**src/rtl/regfile_wb_arbiter.sv**
```systemverilog
// regfile_wb_arbiter: round-robin EX/LSU arbiter for the integer register-file write port,
// with a busy scoreboard of pending destinations for decode RAW stalls.
module regfile_wb_arbiter #(
  parameter int XLEN = 64,
  parameter int NUM_REGS = 32,
  localparam int AW = $clog2(NUM_REGS)
) (
  input  logic            clk,
  input  logic            rst,
  input  logic            iss_valid,
  input  logic [AW-1:0]   iss_rd,
  input  logic [AW-1:0]   rs1,
  input  logic [AW-1:0]   rs2,
  output logic            busy_rs1,
  output logic            busy_rs2,
  input  logic            ex_valid,
  input  logic [AW-1:0]   ex_rd,
  input  logic [XLEN-1:0] ex_data,
  output logic            ex_ready,
  input  logic            lsu_valid,
  input  logic [AW-1:0]   lsu_rd,
  input  logic [XLEN-1:0] lsu_data,
  output logic            lsu_ready,
  output logic            reg_wen,
  output logic [AW-1:0]   rd,
  output logic [XLEN-1:0] reg_in
);
  logic                r_last_lsu;
  logic [NUM_REGS-1:0] r_busy;
  logic [NUM_REGS-1:0] w_set;
  logic [NUM_REGS-1:0] w_clr;
  logic                w_gnt;
  logic [AW-1:0]       w_rd;
  logic [XLEN-1:0]     w_data;
  always_comb begin
    ex_ready  = !rst && ex_valid && (!lsu_valid || r_last_lsu);
    lsu_ready = !rst && lsu_valid && (!ex_valid || !r_last_lsu);
    w_gnt     = ex_ready || lsu_ready;
    w_rd      = lsu_ready ? lsu_rd : ex_rd;
    w_data    = lsu_ready ? lsu_data : ex_data;
    w_set     = iss_valid ? NUM_REGS'(1) << iss_rd : '0;
    w_clr     = reg_wen ? NUM_REGS'(1) << rd : '0;
    busy_rs1  = r_busy[rs1] || (reg_wen && rd == rs1 && rs1 != '0);
    busy_rs2  = r_busy[rs2] || (reg_wen && rd == rs2 && rs2 != '0);
  end
  // Set is OR-ed after clear so a newer producer of the same index keeps it busy; bit 0 never sets.
  always_ff @(posedge clk) begin
    if (rst) begin
      reg_wen    <= 1'b0;
      rd         <= '0;
      reg_in     <= '0;
      r_busy     <= '0;
      r_last_lsu <= 1'b0;
    end else begin
      reg_wen <= w_gnt && w_rd != '0;
      r_busy  <= ((r_busy & ~w_clr) | w_set) & ~NUM_REGS'(1);
      if (w_gnt) begin
        rd         <= w_rd;
        reg_in     <= w_data;
        r_last_lsu <= lsu_ready;
      end
    end
  end
endmodule

```
**config.mk**
```make
export PLATFORM = sky130hd
export DESIGN_NAME = regfile_wb_arbiter
export DESIGN_NICKNAME = d
export VERILOG_FILES = /design/src/rtl/regfile_wb_arbiter.sv
export SDC_FILE = /design/constraint.sdc
export NUM_CORES = 1
export LEC_CHECK = 0
export BUFFER_PORTS_ARGS = -buffer_cell sky130_fd_sc_hd__buf_2
export CAP_MARGIN = 20
export CORE_MARGIN = 10
export CORE_UTILIZATION = 47
export CTS_CLUSTER_DIAMETER = 150
export DETAILED_ROUTE_END_ITERATION = 7
export GPL_ROUTABILITY_DRIVEN = 0
export GPL_TIMING_DRIVEN = 0
export PLACE_DENSITY_LB_ADDON = 0.08
export REMOVE_ABC_BUFFERS = 1
export SLEW_MARGIN = 20
export SYNTH_ARGS = -nofsm -noshare
export SYNTH_HDL_FRONTEND = slang
export SYNTH_SLANG_ARGS = --single-unit
```
**constraint.sdc**
```tcl
create_clock -name clk -period 1.8 [get_ports clk]
set_input_delay 0.09 -clock clk [delete_from_list [all_inputs] [get_ports clk]]
set_output_delay 0.09 -clock clk [all_outputs]
set_load 0.005 [all_outputs]
```
=== Yosys cells after proc, flatten, opt, wreduce, memory -nomap -nowiden ===
Index checks and enable logic that the tools add are counted.

* Output and inout bits: 74
* Register bits: 103

* $lt $le $gt $ge: 2
* Shifts and indexed selects: 2
* Bitwise operators: 3
* Mux-type cells: 8
* Equal/unequal tests: 2
* Reduce and logical (&&, ||, !) cells: 21

{| class="wikitable"
|+ Operators with widths
! operator !! number
|-
| 32-bit 2-to-1 mux || 2
|-
| 64-bit 2-to-1 mux || 1
|-
| 1-bit by 5-bit left shift with 32-bit output (first input constant) || 2
|-
| 32-bit AND || 1
|-
| 32-bit inverter || 1
|-
| 32-bit OR || 1
|-
| 5-bit nonzero test || 3
|-
| 5-bit by 6-bit less-than comparator with 1-bit output (second input constant) || 2
|-
| 1-bit binary-select mux with 5-bit select || 2
|-
| 5-bit == test || 2
|-
| 1-bit logical AND || 9
|-
| 1-bit logical OR || 5
|-
| 5-bit 2-to-1 mux || 1
|-
| 1-bit zero test || 4
|-
| 1-bit 2-to-1 mux || 2
|}

=== Depth between registers and ports, before layout ===
Gate-level depths: netlist (run 1).

* Depth in word-level cells: 6
* Depth in mapped cells: 7

=== Worst setup path before layout (run 1) ===
No wires, ideal clock.

* Path kind: reg-to-reg
* Start: register rd[3]
* End: register r_busy[1]
* Slack: 0.344 ns
* Stages on the path, launching flop included: 6
* Library setup time: 0.132 ns
* Required time: 1.668 ns
* Data arrival time: 1.324 ns
* Buffers on the path: 1
* Cell sequence: dfxtp_1 -> clkbuf_1 -> or3b_1 -> or2_1 -> o21ai_1 -> a21oi_1

* Longest elaborated chain between the ends: 5

{| class="wikitable"
|+ Ends and longest elaborated chain
! element !! RTL line !! text
|-
| start, declared || 25 || <nowiki>output logic [AW-1:0] rd,</nowiki>
|-
| start signal, assigned || 58 || <nowiki>rd <= w_rd;</nowiki>
|-
| 1-bit by 5-bit left shift with 32-bit output || 42 || <nowiki>w_clr = reg_wen ? NUM_REGS'(1) << rd : '0;</nowiki>
|-
| 32-bit 2-to-1 mux || 42 ||
|-
| 32-bit inverter || 56 || <nowiki>r_busy <= ((r_busy & ~w_clr) | w_set) & ~NUM_REGS'(1);</nowiki>
|-
| 32-bit AND || 56 ||
|-
| 32-bit OR || 56 ||
|-
| end signal, assigned || 56 ||
|-
| end, declared || 29 || <nowiki>logic [NUM_REGS-1:0] r_busy;</nowiki>
|}

No other way between the ends.
A chain may end at the register's enable or synchronous reset.

=== Final worst setup path (run 1) ===
* Start: register r_busy[3]
* End: output busy_rs2

* Longest elaborated chain between the ends: 3

{| class="wikitable"
|+ Ends and longest elaborated chain
! element !! RTL line !! text
|-
| 1-bit binary-select mux with 5-bit select || 44 || <nowiki>busy_rs2 = r_busy[rs2] || (reg_wen && rd == rs2 && rs2 != '0);</nowiki>
|-
| 1-bit 2-to-1 mux (implied by the code) || 44 ||
|-
| 1-bit logical OR || 44 ||
|-
| end, declared || 15 || <nowiki>output logic busy_rs2,</nowiki>
|}

No other way between the ends. The select of a mux whose other input is x is not followed.

==> results.tsv, run 1 <==
metric	value	unit
status	finished with violations	
failed_checks	negative setup slack	
grt_pass1_vias	5342	
dp_slack	-0.6388	ns
hold_viol_final	0	
clk_path_buf_depth	2	
worstSetupPathType	reg2out	
area.growth.synth_to_final	39.54	%
clockRootBuffer	clkbuf_8	
p_seq_frac	0.460	
maxSlewViolCount	0	
ys_seq_elements	102	
grt_start_max_net_pins	69	
antenna_found_initial	0	
synth.top_cell.area_share	0.4242	
finalSetupViolCount	2	
placed_area	6030	um2
worstHoldPathType	in2reg	
h-tree-depth	3	
fmax	523.3	MHz
path_clk_slew	0.10	ns
cp_slowest_cell	mux4_1	
startpoint	r_busy[3]	
ir_drop	0.4292	mV
cell_internal_pwr	0.004023	W
synth-async-reset-ratio	0	
clkLatencyLatePin	0.36	ns
wl_per_cell	18.82	um
first_pass_iters	6	
wirelength	17.71	mm
layout_common_cells	buf_2 (229), nand2_1 (97), a21oi_1 (96)	
cp_max_fo	3	
fin_crit	1.911	ns
final_area	6716	um2
num_vias	5251	
synthTopCellsByArea	dfxtp_1 (42%), a22oi_1 (11%), a21oi_1 (10%)	
drive_above_1_share	0.3503	
start_kind	flip-flop	
r2r-start	reg_wen	
seq_area_frac_synth	0.4242	
p_leak	2.922	nW
p_sw_frac	0.2475	
cts_sinks	102	
required	1.71	ns
num_rows	36	
comb_power_share	0.171	
synth-main-ff-cell	dfxtp_1	
coreArea	9864	um2
cts_made_buffers	9	
ant_nets	0	
nNetsFinal	958	
dp.final_hpwl	12.95	mm
fin_crit_sh	1.062	
p_per_area	795.9	nW/um2
io_pins	232	
cp.arrival	1.82	ns
drt-vias-per-instance	5.580	
track_usage	0.2303	
design.die.area	14690	um2
cts_tree	yes	
tns	-0.2215	ns
yosysUniqueCellTypes	43	
placedCellCount	884	
finalClockSkew	0.01170	ns
grt_setup_unrepaired	yes	
worstHoldStart	ex_data[61]	
p_clk_frac	0.368	
synth_edf_count	0	
worst_pin_slew	0.7026	ns
p_sw	0.001323	W
layout_setup_ws	-0.1111	ns
floorplan.initialDensity	0.4880	
slowest_delay	0.49	ns
cap_violations	0	
synth_area_per_cell	8.595	um2
relSlewSlack	0.5306	
die_w	121.2	um
drc_errors	0	
die_y	121.2	um
synth_warnings	0	
port_buffers	231	
stdcell_count	941	
end_kind	output pin	
crit_path_cell_trace	mux4_1 -> or2b_1 -> a32oi_1 -> nand4_1 -> buf_2	
syn_area	4813	um2
mostFrequentLayoutCell	buf_2	
synth_cells	560	
dr.first_iter.drc_count	366	
grt_pass1_wl	27.40	mm
overflow	0	
synth.largest_area_cell	dfxtp_1	
final cells by class:
class / count / area, um2
sequential: 102 / 2051
fill: 819 / 3148
timing repair buffer: 271 / 1605
antenna: 3 / 7.507
clock buffer: 9 / 123.9
timing repair inverter: 1 / 8.758
inverter: 5 / 45.04
clock inverter: 7 / 160.2
multi-input combinational: 410 / 2549
tap: 133 / 166.4
layer usage:
metal | up-vias | part of all wire | routed length, um | GRT usage
met4 | 0 | 0.026 | 465 | 0.08197
met3 | 36 | 0.098 | 1737 | 0.08795
met1 | 2430 | 0.38 | 6658 | 0.2514
met2 | 267 | 0.50 | 8851 | 0.3990
li1 | 2518 | - | - | -
met5 | - | 0 | 0 | 0
worst paths after layout:
kind	end	slack (ns)	cells past startpoint
setup / recovery	busy_rs2	-0.11	5
setup reg to reg	r_busy[3]	0.19	4
hold reg to reg	reg_in[48]	0.46	2
hold / removal	reg_in[61]	0.01	3
critical path: cells and delay by family, from the launching register on:
kind | cells | cell delay [ns]
multiplexers | 1 | 0.49
AO/OA/AOI/OAI | 1 | 0.16
flip-flops | 1 | 0.34
buffers and inverters | 1 | 0.14
AND/OR/NAND/NOR | 2 | 0.33
synthesized netlist by cell type, types with 5 or more instances:
master / instances
xor2_1: 6
buf_6: 6
dfxtp_1: 102
mux4_1: 8
buf_1: 6
o21ai_1: 24
mux2i_1: 13
nor2_1: 13
nand3_1: 6
nand2_1: 97
a22oi_1: 68
or2_1: 6
a21oi_1: 96
clkbuf_1: 29
nand3b_1: 5
a211oi_1: 5
nor2b_1: 6
o21ai_0: 11
what timing repair did:
| item | 4_1_cts | 5_1_grt |
|---|---|---|
| hold endpoints to repair | 24 | 1 |
| pin swaps | 4 | 3 |
| endpoints found under the setup margin | 69 | 4 |
| gates resized for setup | 18 | 2 |
| hold buffers | 29 | 1 |
| setup buffers | 0 | 6 |
| cloned | 1 | 1 |
logic make-up after synthesis:
group,after synthesis,synth area share
muxes,27,0.08942
and+or+nand+nor,161,0.1557
buffers and inverters,49,0.04887
AOI/OAI and AO/OA,213,0.2672
DFF,102,0.4242
xor gates and xnor gates,8,0.01456
metrics by stage:
stage | power [W] | hold slack, ns | utilization
final | 0.005346 | 0.01025 | 0.6809
after CTS | 0.005346 | 0.000006217 | 0.6734
after floorplan | 0.002835 | 0.1591 | -
after global placement | 0.003284 | 0.3148 | 0.6001
after detailed placement | 0.003330 | 0.3280 | 0.6112
after global routing | 0.005569 | 0.002600 | 0.6801
flip-flops by register name, indices dropped and copies added (netlist names):
name and count:
r_busy 31, reg_wen 1, rd 5, reg_in 64, r_last_lsu 1
power groups by stage:
stage / Combinational, W / Sequential [W] / Clock, W
2_1_floorplan: 0.000332 / 0.00250 / 0
3_3_place_gp: 0.000780 / 0.00250 / 0
3_5_place_dp: 0.000821 / 0.00251 / 0
4_1_cts: 0.000888 / 0.00246 / 0.00200
5_1_grt: 0.00100 / 0.00248 / 0.00209
6_report: 0.000914 / 0.00246 / 0.00197
No activity file was read; power rests on OpenSTA's default activity.
==> run 2: changes to the inputs <==
--- a/config.mk
+++ b/config.mk
@@ -15,6 +15,7 @@
 export GPL_TIMING_DRIVEN = 0
 export PLACE_DENSITY_LB_ADDON = 0.08
 export REMOVE_ABC_BUFFERS = 1
+export SETUP_SLACK_MARGIN = 0.05
 export SLEW_MARGIN = 20
 export SYNTH_ARGS = -nofsm -noshare
 export SYNTH_HDL_FRONTEND = slang
==> results.tsv, run 2 (synthesis results as in run 1) <==
metric	value	unit	change
status	finished with violations		
failed_checks	negative setup slack		
design.die.area	14690	um2	unchanged
cp_slowest_cell	mux4_1		
maxSlewViolCount	0		unchanged
ant_nets	0		unchanged
relSlewSlack	0.5145		-0.01603
num_rows	36		unchanged
p_per_area	797.1	nW/um2	+0.14%
layout_setup_ws	-0.1144	ns	-0.003380 ns
reg_top3	reg_in (64), r_busy (31), rd (5)		
r2r-start	reg_wen		
stdcell_count	938		-0.32%
path_clk_slew	0.10	ns	about the same
fmax	522.3	MHz	-0.18%
start_kind	flip-flop		
whs_path_depth	3		unchanged
clockRootBuffer	clkbuf_8		
drc_errors	0		unchanged
reg2reg_depth	4		unchanged
clk_path_buf_depth	2		unchanged
cts_made_buffers	9		unchanged
finalClockSkew	0.01198	ns	+0.0002849 ns
worstHoldStart	ex_data[10]		
p_leak	2.912	nW	-0.35%
min_to	reg_in[10]		
grt_pass1_vias	5331		-0.21%
regToRegSetupSlack	0.17	ns	-0.02 ns
cts_sinks	102		unchanged
floorplan.initialDensity	0.4880		unchanged
placedCellCount	884		unchanged
h-tree-depth	3		unchanged
wirelength	17.78	mm	+0.39%
worstHoldPathType	in2reg		
worstSetupPathType	reg2out		
slowest_delay	0.50	ns	about the same
required	1.71	ns	about the same
fin_crit	1.914	ns	+0.003380 ns
track_usage	0.2308		+0.0004627
port_buffers	231		unchanged
p_total	0.005340	W	about the same
fin_crit_sh	1.064		+0.001878
end_kind	output pin		
grt_setup_unrepaired	yes		
grt_pass1_wl	27.44	mm	+0.15%
ir_drop	0.4275	mV	-0.38%
cts_tree	yes		
die_w	121.2	um	unchanged
antenna_found_initial	0		unchanged
wl_per_cell	18.96	um	+0.71%
first_pass_iters	7		+1
io_pins	232		unchanged
largest_register	reg_in		
largest_register_ffs	64		unchanged
finalSetupViolCount	2		unchanged
drive_above_1_share	0.3499		-0.0003728
num_vias	5282		+0.59%
dp_slack	-0.6388	ns	unchanged
dr.first_iter.drc_count	378		+3.3%
grt_start_max_net_pins	69		unchanged
die_y	121.2	um	unchanged
nNetsFinal	956		-0.21%
worst_pin_slew	0.7266	ns	+0.02400 ns
hold_viol_final	0		unchanged
coreArea	9864	um2	unchanged
nFillCells	818		-0.12%
dp.final_hpwl	12.95	mm	unchanged
cap_violations	0		unchanged
layout_common_cells	buf_2 (229), nand2_1 (97), a21oi_1 (96)		
clkLatencyLatePin	0.36	ns	about the same
area.growth.synth_to_final	39.20	%	
overflow	0		unchanged
utilization	0.6792		-0.001649
drt-vias-per-instance	5.631		+0.91%
crit_path_cell_trace	mux4_1 -> or2b_1 -> a32oi_1 -> nand4_1 -> buf_2		
cp.arrival	1.82	ns	about the same
mostFrequentLayoutCell	buf_2		
cp_max_fo	3		unchanged
r2r_end	r_busy[3]		
## run 2: metrics by stage
stage | hold WS [ns] | cell area, um2 | TNS, ns
2_1_floorplan | 0.1591 | 4597 | -56.08
3_3_place_gp | 0.3148 | 5919 | -144.62
3_5_place_dp | 0.3280 | 6030 | -36.68
4_1_cts | 0.000006217 | 6651 | -0.2652
5_1_grt | 0.002600 | 6695 | -0.4144
6_report | 0.01423 | 6700 | -0.2241
## run 2: timing repair
item,4_1_cts,5_1_grt
pin swaps,5,3
gates cloned,1,1
setup buffers,1,3
hold buffers,29,1
endpoints found under the setup margin,69,19
hold endpoints to repair,24,1
gates resized for setup,19,2
## run 2: cell type report
class                      instances  area (um2)  area share
clock buffer                       9       123.9     0.01849
timing repair buffer             269        1590      0.2373
antenna                            2       5.005   0.0007470
multi-input combinational        410        2549      0.3804
timing repair inverter             1       8.758    0.001307
clock inverter                     7       160.2     0.02390
sequential                       102        2052      0.3063
tap                              133       166.4     0.02484
inverter                           5       45.04    0.006723
## run 2: per-layer routing
layer / vias up / global-route usage / part of all wire
li1: 2513 / - / -
met1: 2453 / 0.2533 / 0.37
met2: 273 / 0.3986 / 0.50
met3: 43 / 0.08795 / 0.10
met4: 0 / 0.08122 / 0.028
met5: - / 0 / 0
## run 2: report_power, final
part / total, W / switching (W) / internal, W
clock network: 0.00197 / 0.000767 / 0.00120
logic: 0.000912 / 0.000461 / 0.000451
registers: 0.00246 / 0.0000920 / 0.00237
total: 0.00534 / 0.00132 / 0.00402
## run 2: critical path: cells and delay by family, from the launching register on
family,cells,cell delay [ns]
flip-flops,1,0.34
AO/OA/AOI/OAI,1,0.16
AND/OR/NAND/NOR,2,0.33
buffers and inverters,1,0.14
multiplexers,1,0.50
## run 2: worst max-delay path by stage
stage,start,cells after the start,end
3_5_place_dp,rst,6,reg_in[2]
5_1_grt,r_busy[12],5,busy_rs2
3_3_place_gp,ex_valid,4,reg_in[18]
4_1_cts,r_busy[12],5,busy_rs1
2_1_floorplan,ex_valid,3,reg_in[0]
6_report,r_busy[3],5,busy_rs2
==> run 3: changes to the inputs <==
==> constraint.sdc (replaced) <==
create_clock -name clk -period 1.8 [get_ports clk]
set_input_delay 0.36 -clock clk [delete_from_list [all_inputs] [get_ports clk]]
set_output_delay 0.36 -clock clk [all_outputs]
set_load 0.005 [all_outputs]
==> results.tsv, run 3 (synthesis results as in run 1) <==
metric	value	unit	change
cp_max_fo	3		unchanged
finalClockSkew	0.01134	ns	-0.0006419 ns
regToRegSetupSlack	0.19	ns	+0.02 ns
required	1.44	ns	-0.27 ns
crit_path_cell_trace	mux4_2 -> mux2_4 -> a32oi_1 -> nand4_1 -> buf_2		
die_y	121.2	um	unchanged
grt_pass1_wl	27.66	mm	+0.81%
design.die.area	14690	um2	unchanged
dp.final_hpwl	12.95	mm	unchanged
fin_crit	2.214	ns	+0.2992 ns
floorplan.initialDensity	0.4880		unchanged
placedCellCount	884		unchanged
cts_tree	yes		
layout_common_cells	buf_2 (229), nand2_1 (97), a21oi_1 (96)		
reg2reg_depth	4		unchanged
end_kind	output pin		
stdcell_count	915		-2.5%
cts_hold_buffers	0		-100%
min_to	reg_wen		
start_kind	flip-flop		
p_per_area	816.7	nW/um2	+2.5%
antenna_cells	0		-2
area.growth.synth_to_final	36.63	%	
antenna_found_initial	2		+2
grt_setup_unrepaired	yes		
coreArea	9864	um2	unchanged
path_clk_slew	0.11	ns	about the same
slowest_delay	0.44	ns	-0.06 ns
utilization	0.6667		-0.01256
wirelength	18.37	mm	+3.3%
clk_path_buf_depth	2		unchanged
nNetsFinal	935		-2.2%
worstHoldPathType	in2reg		
worstHoldStart	ex_rd[1]		
grt_pass1_vias	5196		-2.5%
drc_errors	0		unchanged
io_pins	232		unchanged
mostFrequentLayoutCell	buf_2		
cp.arrival	1.85	ns	+0.03 ns
drt-vias-per-instance	5.718		+1.5%
port_buffers	231		unchanged
multi_input_area	2556	um2	+0.29%
first_pass_iters	5		-2
fin_crit_sh	1.230		+0.1662
die_w	121.2	um	unchanged
whs_path_depth	3		unchanged
hold_viol_final	0		unchanged
crit_family	multiplexers		
largest_register	reg_in		
finalSetupViolCount	2		unchanged
nFillCells	851		+4.0%
h-tree-depth	3		unchanged
failed_checks	negative setup slack		
drive_above_1_share	0.3721		+0.02219
r2r-start	reg_wen		
clkLatencyLatePin	0.36	ns	about the same
grt_start_max_net_pins	67		-2.9%
cts_sinks	102		unchanged
worst_pin_slew	0.6993	ns	-0.02735 ns
ant_nets	0		unchanged
layout_setup_ws	-0.4137	ns	-0.2992 ns
cp_slowest_cell	mux4_2		
overflow	0		unchanged
worstSetupPathType	reg2out		
wl_per_cell	20.07	um	+5.9%
ir_drop	0.4331	mV	+1.3%
clockRootBuffer	clkbuf_8		
num_rows	36		unchanged
num_vias	5232		-0.95%
fmax	451.7	MHz	-14%
relSlewSlack	0.5328		+0.01827
startpoint	r_busy[8]		
regArea	2052	um2	unchanged
reg_top3	reg_in (64), r_busy (31), rd (5)		
cap_violations	0		unchanged
status	finished with violations		
worst-path-buf-inv	1		unchanged
maxSlewViolCount	0		unchanged
dr.first_iter.drc_count	396		+4.8%
track_usage	0.2344		+0.003612
r2r_end	r_busy[2]		
cts_made_buffers	9		unchanged
largest_register_ffs	64		unchanged
p_leak	2.885	nW	-0.91%
[run 3: cell count changes in the layout (fill, tap and decap cells not counted)]
cell	previous run	this run
buf_4	5	8
inv_6	1	2
bufbuf_16	0	3
clkbuf_16	0	1
dlygate4sd3_1	30	0
nand2b_4	0	1
nand2b_1	4	3
buf_12	2	3
diode_2	2	0
[run 3: where the power goes]
group          internal (W)  total (W)  leakage (nW)  switching, W
clock network       0.00120    0.00199         0.143      0.000790
registers           0.00237    0.00246         0.838     0.0000921
logic              0.000450   0.000919          1.90      0.000469
[run 3: area by class of cell]
class                   instances  share of cell area
multi-input cells             410              0.3887
clock inverters                 7             0.02435
well taps                     133             0.02530
clock buffers                   9             0.01884
repair inverters                2            0.002664
repair buffers                247              0.2213
flip-flops and latches        102              0.3120
inverters                       5            0.006849
[run 3: how the worst max path moves through the flow]
stage | end | slack, ns | cells past startpoint
after CTS | busy_rs1 | -0.41 | 5
after detailed placement | lsu_ready | -0.98 | 5
after floorplan | reg_in[0] | -1.10 | 3
after global routing | busy_rs2 | -0.50 | 5
after global placement | reg_in[18] | -2.37 | 4
final | busy_rs1 | -0.41 | 5
[run 3: repair_timing]
item	in CTS	in global routing
gates resized for setup	23	2
buffers inserted	4	4
gates cloned	4	3
pin swaps	5	3
endpoints found under the setup margin	69	4
[run 3: routing by layer]
metal / GRT usage / share of wire
met1: 0.2709 / 0.38
met2: 0.4058 / 0.50
met3: 0.08097 / 0.096
met4: 0.05738 / 0.016
met5: 0 / 0.0015
[run 3: worst reg2reg max path, cell delays in order, from the launching register on]
cell,delay [ns]
dfxtp_1,0.48
or3b_1,0.48
or2_1,0.29
o21ai_1,0.17
a21oi_1,0.09
[run 3: metrics by stage]
step	TNS (ns)	instance area, um2	setup slack [ns]	total power (W)	hold slack, ns
final	-0.8008	6576	-0.4137	0.005371	0.2200
after detailed placement	-56.80	6030	-0.9810	0.003330	0.4457
after floorplan	-73.63	4597	-1.099	0.002835	0.4291
after global routing	-0.9549	6576	-0.4965	0.005582	0.2380
after global placement	-168.63	5919	-2.372	0.003284	0.4398
after CTS	-0.8472	6501	-0.4067	0.005349	0.2114
